### src/rtl/axis_gz_stream_arbiter.sv
// -----------------------------------------------------------------------------
// axis_gz_stream_arbiter
//
// Packet-atomic round-robin arbiter that merges N_SRC 32-bit AXI-stream
// sources (gzip compressor outputs) onto one AXI-stream master. Once a
// source wins, its whole packet (through the tlast beat) passes before any
// other source is considered. The beat owner index is carried on m_tid.
//
// Parameters:
//   N_SRC : number of sources (2..16)
//   ID_W  : width of m_tid, 2**ID_W must be >= N_SRC
//
// Ports:
//   clk       in   clock, rising edge
//   rstn      in   asynchronous active-low reset
//   s_tvalid  in   [N_SRC]     per-source valid
//   s_tready  out  [N_SRC]     per-source ready (combinational from state and m_tready)
//   s_tdata   in   [32*N_SRC]  source i data in [32*i+31:32*i]
//   s_tlast   in   [N_SRC]     per-source end of packet
//   s_tkeep   in   [4*N_SRC]   source i byte enables in [4*i+3:4*i]
//   m_tready  in   downstream ready
//   m_tvalid  out  output valid (registered)
//   m_tdata   out  [32] output data (registered)
//   m_tlast   out  output end of packet (registered)
//   m_tkeep   out  [4] output byte enables (registered)
//   m_tid     out  [ID_W] owning source index (registered)
// -----------------------------------------------------------------------------
module axis_gz_stream_arbiter #(
    parameter int N_SRC = 4,
    parameter int ID_W  = 2
) (
    input  logic                clk,
    input  logic                rstn,
    input  logic [N_SRC-1:0]    s_tvalid,
    output logic [N_SRC-1:0]    s_tready,
    input  logic [32*N_SRC-1:0] s_tdata,
    input  logic [N_SRC-1:0]    s_tlast,
    input  logic [4*N_SRC-1:0]  s_tkeep,
    input  logic                m_tready,
    output logic                m_tvalid,
    output logic [31:0]         m_tdata,
    output logic                m_tlast,
    output logic [3:0]          m_tkeep,
    output logic [ID_W-1:0]     m_tid
);

    typedef enum logic [0:0] {
        ST_IDLE = 1'b0,
        ST_BUSY = 1'b1
    } state_t;

    state_t          state_r;
    state_t          state_nxt_s;
    logic [ID_W-1:0] grant_r;
    logic [ID_W-1:0] rr_ptr_r;

    logic            m_tvalid_r;
    logic [31:0]     m_tdata_r;
    logic            m_tlast_r;
    logic [3:0]      m_tkeep_r;
    logic [ID_W-1:0] m_tid_r;

    logic [31:0]     src_data_s [N_SRC];
    logic [3:0]      src_keep_s [N_SRC];
    logic            sel_found_s;
    logic [ID_W-1:0] sel_idx_s;
    logic [ID_W-1:0] cand_s;
    logic            free_s;
    logic            accept_s;
    logic            grant_last_s;
    logic [N_SRC-1:0] s_tready_s;

    // (base + off) mod N_SRC; both operands are below N_SRC so one subtraction suffices
    function automatic logic [ID_W-1:0] idx_add(input logic [ID_W-1:0] base, input int off);
        int sum;
        sum = int'(base) + off;
        if (sum >= N_SRC) begin
            sum = sum - N_SRC;
        end else begin
            sum = sum;
        end
        return ID_W'(sum);
    endfunction

    // Output slot can take a new beat when empty or being drained this cycle
    assign free_s       = ~m_tvalid_r | m_tready;
    assign grant_last_s = s_tlast[grant_r];
    assign accept_s     = (state_r == ST_BUSY) & s_tvalid[grant_r] & free_s;

    // Split the flat source buses into per-source slices
    always_comb begin
        for (int i = 0; i < N_SRC; i++) begin
            src_data_s[i] = s_tdata[32*i +: 32];
            src_keep_s[i] = s_tkeep[4*i +: 4];
        end
    end

    // Round-robin search: first requester at rr_ptr, rr_ptr+1, ... (mod N_SRC)
    always_comb begin
        sel_found_s = 1'b0;
        sel_idx_s   = '0;
        cand_s      = '0;
        for (int k = 0; k < N_SRC; k++) begin
            cand_s = idx_add(rr_ptr_r, k);
            if (!sel_found_s && s_tvalid[cand_s]) begin
                sel_found_s = 1'b1;
                sel_idx_s   = cand_s;
            end else begin
                sel_found_s = sel_found_s;
            end
        end
    end

    // State register
    always_ff @(posedge clk or negedge rstn) begin
        if (!rstn) begin
            state_r <= ST_IDLE;
        end else begin
            state_r <= state_nxt_s;
        end
    end

    // Next-state logic: IDLE picks a winner, BUSY holds until the tlast beat is taken
    always_comb begin
        state_nxt_s = state_r;
        case (state_r)
            ST_IDLE: begin
                if (sel_found_s) begin
                    state_nxt_s = ST_BUSY;
                end else begin
                    state_nxt_s = ST_IDLE;
                end
            end
            ST_BUSY: begin
                if (accept_s && grant_last_s) begin
                    state_nxt_s = ST_IDLE;
                end else begin
                    state_nxt_s = ST_BUSY;
                end
            end
            default: state_nxt_s = ST_IDLE;
        endcase
    end

    // Output logic: only the granted source sees ready, and only while the slot is free
    always_comb begin
        s_tready_s = '0;
        case (state_r)
            ST_BUSY: s_tready_s[grant_r] = free_s;
            ST_IDLE: s_tready_s = '0;
            default: s_tready_s = '0;
        endcase
    end

    assign s_tready = s_tready_s;

    // Grant capture in IDLE; pointer advances past the owner when its packet ends
    always_ff @(posedge clk or negedge rstn) begin
        if (!rstn) begin
            grant_r  <= '0;
            rr_ptr_r <= '0;
        end else begin
            if (state_r == ST_IDLE && sel_found_s) begin
                grant_r <= sel_idx_s;
            end else begin
                grant_r <= grant_r;
            end
            if (accept_s && grant_last_s) begin
                rr_ptr_r <= idx_add(grant_r, 32'sd1);
            end else begin
                rr_ptr_r <= rr_ptr_r;
            end
        end
    end

    // Output register slot: load on accept, empty when drained, otherwise hold
    always_ff @(posedge clk or negedge rstn) begin
        if (!rstn) begin
            m_tvalid_r <= 1'b0;
            m_tdata_r  <= 32'h0000_0000;
            m_tlast_r  <= 1'b0;
            m_tkeep_r  <= 4'h0;
            m_tid_r    <= '0;
        end else begin
            if (accept_s) begin
                m_tvalid_r <= 1'b1;
                m_tdata_r  <= src_data_s[grant_r];
                m_tlast_r  <= grant_last_s;
                m_tkeep_r  <= src_keep_s[grant_r];
                m_tid_r    <= grant_r;
            end else if (free_s) begin
                m_tvalid_r <= 1'b0;
            end else begin
                m_tvalid_r <= m_tvalid_r;
            end
        end
    end

    assign m_tvalid = m_tvalid_r;
    assign m_tdata  = m_tdata_r;
    assign m_tlast  = m_tlast_r;
    assign m_tkeep  = m_tkeep_r;
    assign m_tid    = m_tid_r;

endmodule

### config.mk
export PLATFORM = sky130hd
export DESIGN_NAME = axis_gz_stream_arbiter
export DESIGN_NICKNAME = d
export VERILOG_FILES = /design/src/rtl/axis_gz_stream_arbiter.sv
export SDC_FILE = /design/constraint.sdc
export NUM_CORES = 1
export LEC_CHECK = 0
export ABC_AREA = 0
export ABC_CLOCK_PERIOD_IN_PS = 2800
export CAP_MARGIN = 5
export CORE_AREA = 2 2 90 92
export DETAILED_ROUTE_END_ITERATION = 7
export DIE_AREA = 0 0 92 94
export PLACE_DENSITY = 0.84
export SLEW_MARGIN = 20
export SYNTH_ARGS = -nofsm -noshare
export SYNTH_HDL_FRONTEND = slang
export SYNTH_SLANG_ARGS = --single-unit
### constraint.sdc
create_clock -name clk -period 2.8 [get_ports clk]
set_input_delay 0.42 -clock clk [delete_from_list [all_inputs] [get_ports clk]]
set_output_delay 0.42 -clock clk [all_outputs]
set_load 0.03 [all_outputs]
==> impl_metrics.env, run 1 <==
export IMPL_ys_warnings_count=0
export IMPL_run_status="complete, no violations"
export IMPL_netlist_top_cell_by_area="dfrtp_1"
export IMPL_max_freq_ghz=0.406
export IMPL_std_cell_rows=32
export IMPL_grt_antenna_before_repair=0
export IMPL_cts_tree="yes"
export IMPL_total_of_cells_resized_after_clock_tree_synthesis=0
export IMPL_cp_arrival_ps=2040
export IMPL_buffer_depth_of_the_longest_clock_path=2
export IMPL_slew_headroom_pct=61.3
export IMPL_power_per_cell_area_nw_per_um2=991
export IMPL_worst_hold_slack_ps=111
export IMPL_yosys_top_cells_area="dfrtp_1 40%, mux4_2 30%, mux2_2 12%, mux2_1 2.8%, ha_1 1.8%"
export IMPL_drt_initial_drc_count=49
export IMPL_synth_adder_area_share_pct=1.77
export IMPL_placedCellCount=478
export IMPL_layout_cell_share_with_drive_strength_beyond_1_pct=23.4
export IMPL_seqPwrFrac_pct=25.2
export IMPL_synthToLayoutAreaGrowth_pct=77.2
export IMPL_synth_mux_area_fraction_pct=46.1
export IMPL_synthesis_area_um2=2830
export IMPL_tritoncts_num_buffers=5
export IMPL_post_drt_wl_per_cell_um=18.2
export IMPL_io_buffer_count=198
export IMPL_timing_final_setup_violations=0
export IMPL_power_leakage_nw=1.93
export IMPL_critPathRequiredTime_ps=2380
export IMPL_critPathMaxStageDelay_ps=660
export IMPL_hold_class="in2async"
export IMPL_clock_latency_ps=300
export IMPL_nets=542
export IMPL_placer_congestion=0.777
export IMPL_dieWidth_um=92
export IMPL_ioPinCount=199
export IMPL_h_tree_depth=2
export IMPL_cts_post_setup_buffers_inserted=0
export IMPL_route_final_wire_length_um=8860
export IMPL_grt_total_usage_pct=20.4
export IMPL_p_sw_mw=1.98
export IMPL_crit_path_top_delay_cell="clkdlybuf4s50_1"
export IMPL_synth_yosys_seq_area_share_pct=39.9
export IMPL_crit_family="buffers and inverters"
export IMPL_die_height_um=94
export IMPL_grt_setup_unrepaired="false"
export IMPL_yosys_register_bits=45
export IMPL_synth_top_cell_area_share_pct=39.9
export IMPL_post_dp_hpwl_um=7200
export IMPL_initial_core_util_pct=37.1
export IMPL_internal_power_mw=2.98
export IMPL_finClkSkew_ps=6.66
export IMPL_worst_slew_pin_transition_ps=580
export IMPL_tns_ps=0
export IMPL_cells_traversed_along_the_worst_timing_path="buf_4 > ha_1 > and3_1 > clkdlybuf4s50_1"
export IMPL_detail_route_antenna_nets=0
export IMPL_timing_final_max_slew_violations=0
export IMPL_grt_ovfl_total=0
export IMPL_max_cap_violations=0
export IMPL_p_sw_share_pct=40.0
export IMPL_timing_final_hold_violations=0
export IMPL_drc=0
export IMPL_synthesis_nets=343
export IMPL_cts_sinks=45
export IMPL_final_cell_count_no_fill=486
export IMPL_final_min_period_over_clock_period_pct=87.9
export IMPL_post_synth_and_or_nand_nor_area_fraction_pct=4.74
export IMPL_die_footprint_um2=8650
export IMPL_synthesis_instances=184
export IMPL_cts_clk_slew_worst_paths_ps=80
export IMPL_xor_and_xnor_fraction_of_the_mapped_netlist_area_pct=0
export IMPL_antenna_cells=0
export IMPL_drt_first_pass_iters=4
export IMPL_synth_area_per_cell_um2=15.4
export IMPL_ctsHoldBuffers=0
export IMPL_grt_pass1_vias=2732
export IMPL_critPathLaunchType="flop"
export IMPL_clock_power_share_pct=9.8
export IMPL_synth_compound_area_share_pct=3.23
export IMPL_timing_worst_setup_path_type="reg2out"
export IMPL_first_pass_grt_wire_length_um=13500
export IMPL_combPwrFrac_pct=65.0
export IMPL_critPathMaxFanout=11
export IMPL_coreArea_um2=7610
export IMPL_dominant_combinational_cell_family_by_area_after_synthesis="multiplexers"
export IMPL_synth_cell_types=30
export IMPL_finalCriticalPeriod_ps=2460
export IMPL_routed_via_count=2481
export IMPL_critical_path_sink_type="output pin"
export IMPL_irDropWorstVdd_mv=0.509
export IMPL_grt_max_degree=26
export IMPL_timing_critical_path_buf_inv=2
export IMPL_number_of_vias_per_cell_after_detailed_routing=5.10
export IMPL_root_buffer="clkbuf_8"
[state kept, by name, indices dropped and copies added, names as in the netlist]
name and count:
grant_r 2, m_tdata 32, m_tid 2, m_tkeep 4, m_tlast 1, m_tvalid 1
rr_ptr_r 2, state_r 1
[logic make-up after synthesis]
| logic type | count (synthesis) |
|---|---|
| AOI/OAI and AO/OA | 14 |
| adders and majority gates | 4 |
| buffers and inverters | 19 |
| DFF | 45 |
| muxes | 78 |
| and+or+nand+nor | 24 |
[layout by cell type (no fill, tap or decap), types with 5 or more instances in the layout]
master	synthesis	layout
clkdlybuf4s50_1	0	197
dfrtp_1	45	43
mux4_2	38	38
mux2_2	31	31
buf_4	3	10
nand2_1	8	8
mux2_1	7	7
o21ai_0	5	5
clkbuf_8	0	5
[worst register-to-register path: cells and delay by family (launching register included)]
kind                   cells  cell delay, ps
multiplexers               2             800
buffers and inverters      2             670
flip-flops                 1             540
AND/OR/NAND/NOR            1             100
[per-layer routing]
layer	wire [µm]	up-vias	track usage (%)
met5	0	-	0
met1	3280	1223	22.4
met2	4910	114	38.6
met4	172	0	6.34
met3	506	15	5.06
li1	-	1129	-
[final timing paths]
check                                   end       start  depth (start not counted)  slack [ps]
worst max-delay path            s_tready[3]  grant_r[0]                          4         340
worst min-delay path             m_tdata[4]        rstn                          1         110
worst max register to register  m_tdata[18]  grant_r[1]                          5         580
worst min register to register      m_tlast     m_tlast                          2         490
max in group asynchronous        m_tdata[8]        rstn                          2        1980
min in group clk                    m_tlast     m_tlast                          2         490
[through the flow]
step / setup slack [ps] / area [µm²] / power, mW / utilization [%]
after floorplan: 962 / 2830 / 3.37 / -
after CTS: 283 / 5010 / 5.03 / 65.8
after global placement: 460 / 4900 / 4.45 / 64.4
after global routing: 192 / 5010 / 5.25 / 65.8
final: 338 / 5010 / 4.96 / 65.8
after detailed placement: 391 / 4900 / 4.53 / 64.4
[synthesized netlist by cell type]
library cell / instances
dfrtp_1: 45
mux4_2: 38
mux2_2: 31
nand2_1: 8
mux2_1: 7
clkbuf_1: 6
o21ai_0: 5
and3_1: 4
ha_1: 4
buf_2: 3
buf_4: 3
buf_6: 3
inv_1: 3
nor2b_1: 3
a21oi_1: 2
mux2i_1: 2
nand2b_1: 2
nand3b_1: 2
o21a_1: 2
a22o_1: 1
a31oi_1: 1
buf_8: 1
nand3_2: 1
nand4_1: 1
nor2_1: 1
nor3_1: 1
o221ai_1: 1
o2bb2ai_1: 1
o32ai_1: 1
or4_1: 1
[cell type report]
cell class	instances	area, µm²
Clock buffer	6	72.6
Timing Repair Buffer	208	2050
Multi-Input combinational cell	120	1580
Fill cell	575	2600
Clock inverter	2	35.0
Sequential cell	45	1130
Inverter	3	11.3
Tap cell	102	128
[power by group through the flow]
stage,Sequential (mW),Combinational [mW],Clock (mW)
2_1_floorplan,1.77,1.60,0
3_3_place_gp,1.24,3.21,0
3_5_place_dp,1.26,3.27,0
4_1_cts,1.25,3.27,0.504
5_1_grt,1.31,3.42,0.523
6_report,1.25,3.23,0.485
No activity file was read; power rests on OpenSTA's default activity.
==> run 2, diff against run 1 <==
--- a/config.mk
+++ b/config.mk
@@ -9,6 +9,7 @@
 export ABC_CLOCK_PERIOD_IN_PS = 2800
 export CAP_MARGIN = 5
 export CORE_AREA = 2 2 90 92
+export CTS_BUF_LIST = sky130_fd_sc_hd__clkbuf_16
 export DETAILED_ROUTE_END_ITERATION = 7
 export DIE_AREA = 0 0 92 94
 export PLACE_DENSITY = 0.84
==> run 2 against run 1 <==
Net effect: clock skew shrank 2.4 ps; via count barely moved; clock-buffer cell count down 1; worst setup slack improved by 23 ps; die area unchanged; largest power group unchanged.
==> impl_metrics.env, run 2 (synthesis results as in run 1) <==
export IMPL_timing_final_setup_violations=0
export IMPL_post_drt_wl_per_cell_um=18.4
export IMPL_final_min_period_over_clock_period_pct=87.1
export IMPL_root_buffer="clkbuf_16"
export IMPL_max_cap_violations=0
export IMPL_layout_commonest_cell="clkdlybuf4s50_1"
export IMPL_timing_worst_setup_path_type="reg2out"
export IMPL_h_tree_depth=2
export IMPL_fin_total_pwr_mw=5.14
export IMPL_grt_total_usage_pct=20.6
export IMPL_crit_reg_reg_endpoint="m_tdata[18]"
export IMPL_power_per_cell_area_nw_per_um2=1020
export IMPL_grt_pass1_vias=2757
export IMPL_critPathMaxFanout=11
export IMPL_grt_max_degree=26
export IMPL_setup_ws_ps=362
export IMPL_post_dp_hpwl_um=7200
export IMPL_cts_post_setup_buffers_inserted=0
export IMPL_layout_cell_share_with_drive_strength_beyond_1_pct=23.4
export IMPL_post_place_ws_ps=391
export IMPL_seqCellArea_um2=1130
export IMPL_ioPinCount=199
export IMPL_antenna_cells=0
export IMPL_coreArea_um2=7610
export IMPL_buffer_depth_of_the_longest_clock_path=2
export IMPL_drc=0
export IMPL_finalCriticalPeriod_ps=2440
export IMPL_run_status="complete, no violations"
export IMPL_critical_path_sink_type="output pin"
export IMPL_grt_ovfl_total=0
export IMPL_detail_route_antenna_nets=0
export IMPL_reg2regPathDepth=5
export IMPL_final_fill_count=564
export IMPL_critical_path_startpoint="grant_r[0]"
export IMPL_critPathLaunchType="flop"
export IMPL_initial_core_util_pct=37.1
export IMPL_ctsHoldBuffers=0
export IMPL_final_cell_mix="197 x clkdlybuf4s50_1, 43 x dfrtp_1, 38 x mux4_2"
export IMPL_timing_final_max_slew_violations=0
export IMPL_critPathMaxStageDelay_ps=660
export IMPL_irDropWorstVdd_mv=0.509
export IMPL_cts_sinks=45
export IMPL_multi_input_comb_area_um2=1580
export IMPL_slew_headroom_pct=62.0
export IMPL_dieWidth_um=92
export IMPL_std_cell_rows=32
export IMPL_hold_class="in2async"
export IMPL_cts_tree="yes"
export IMPL_drt_first_pass_iters=4
export IMPL_max_freq_ghz=0.410
export IMPL_clock_latency_ps=280
export IMPL_largest_register_ffs=32
export IMPL_tns_ps=0
export IMPL_worst_slew_pin_transition_ps=570
export IMPL_finClkSkew_ps=4.25
export IMPL_placer_congestion=0.777
export IMPL_crit_path_top_delay_cell="clkdlybuf4s50_1"
export IMPL_cts_clk_slew_worst_paths_ps=60
export IMPL_power_leakage_nw=1.96
export IMPL_first_pass_grt_wire_length_um=13600
export IMPL_grt_setup_unrepaired="false"
export IMPL_die_footprint_um2=8650
export IMPL_drt_initial_drc_count=46
export IMPL_io_buffer_count=198
export IMPL_synthToLayoutAreaGrowth_pct=79.2
export IMPL_timing_reg2reg_setup_slack_ps=580
export IMPL_routed_via_count=2479
export IMPL_timing_final_hold_violations=0
export IMPL_grt_antenna_before_repair=0
export IMPL_cp_arrival_ps=2020
export IMPL_route_final_wire_length_um=8930
export IMPL_cells_traversed_along_the_worst_timing_path="buf_4 > ha_1 > and3_1 > clkdlybuf4s50_1"
export IMPL_tritoncts_num_buffers=5
export IMPL_nets=542
export IMPL_critPathRequiredTime_ps=2380
export IMPL_total_of_cells_resized_after_clock_tree_synthesis=0
export IMPL_r2r_start="grant_r[1]"
export IMPL_die_height_um=94
export IMPL_number_of_vias_per_cell_after_detailed_routing=5.10
[run 2: cell types whose count changed in the layout (fill, tap and decap cells not counted), sizes merged]
cell	change
clkbuf	-1
inv	+1
[run 2: cell type report]
cell class	count	area share, %
flip-flops and latches	45	22.3
clock inverters	3	0.766
multi-input cells	120	31.2
clock buffers	5	2.47
well taps	102	2.52
inverters	3	0.222
repair buffers	208	40.5
[run 2: how the worst max path moves through the flow]
stage	endpoint	slack [ps]
finish	s_tready[3]	360
global route	s_tready[3]	220
CTS	s_tready[3]	310
detailed placement	m_tdata[23]	390
global placement	s_tready[0]	460
floorplan	s_tready[1]	960
[run 2: worst max-delay path: cells and delay by family, from the launching register on]
kind / cells / cell delay, ps
AND/OR/NAND/NOR: 1 / 140
adder cells (fa/ha/maj): 1 / 190
flip-flops: 1 / 470
buffers and inverters: 2 / 940
[run 2: metrics by stage]
stage          hold slack, ps  util, %  instance area, µm²  instances
5_1_grt                   178     66.5                5060        486
6_report                  124     66.5                5060        486
2_1_floorplan             124        -                2830        184
4_1_cts                   150     66.5                5060        486
3_3_place_gp              444     64.4                4900        478
3_5_place_dp              455     64.4                4900        478
[run 2: metal layers]
| layer | up-vias | routed length, µm | global-route usage, % | part of all wire (%) |
|---|---|---|---|---|
| met5 | - | 0 | 0 | 0 |
| met1 | 1227 | 3310 | 22.5 | 37 |
| met2 | 108 | 4970 | 39.2 | 56 |
| li1 | 1132 | - | - | - |
| met4 | 0 | 144 | 6.22 | 1.6 |
| met3 | 12 | 499 | 5.06 | 5.6 |
[run 2: power breakdown]
part / total (mW) / internal, mW / switching, mW
Clock: 0.654 / 0.416 / 0.238
Combinational: 3.23 / 1.71 / 1.52
Sequential: 1.26 / 1.00 / 0.253
==> run 3, diff against run 2 <==
--- a/config.mk
+++ b/config.mk
@@ -13,6 +13,7 @@
 export DETAILED_ROUTE_END_ITERATION = 7
 export DIE_AREA = 0 0 92 94
 export PLACE_DENSITY = 0.84
+export SKIP_LAST_GASP = 1
 export SLEW_MARGIN = 20
 export SYNTH_ARGS = -nofsm -noshare
 export SYNTH_HDL_FRONTEND = slang
==> results of run 3 <==
No change in the layout: final DEF, timing and power equal those of run 2.
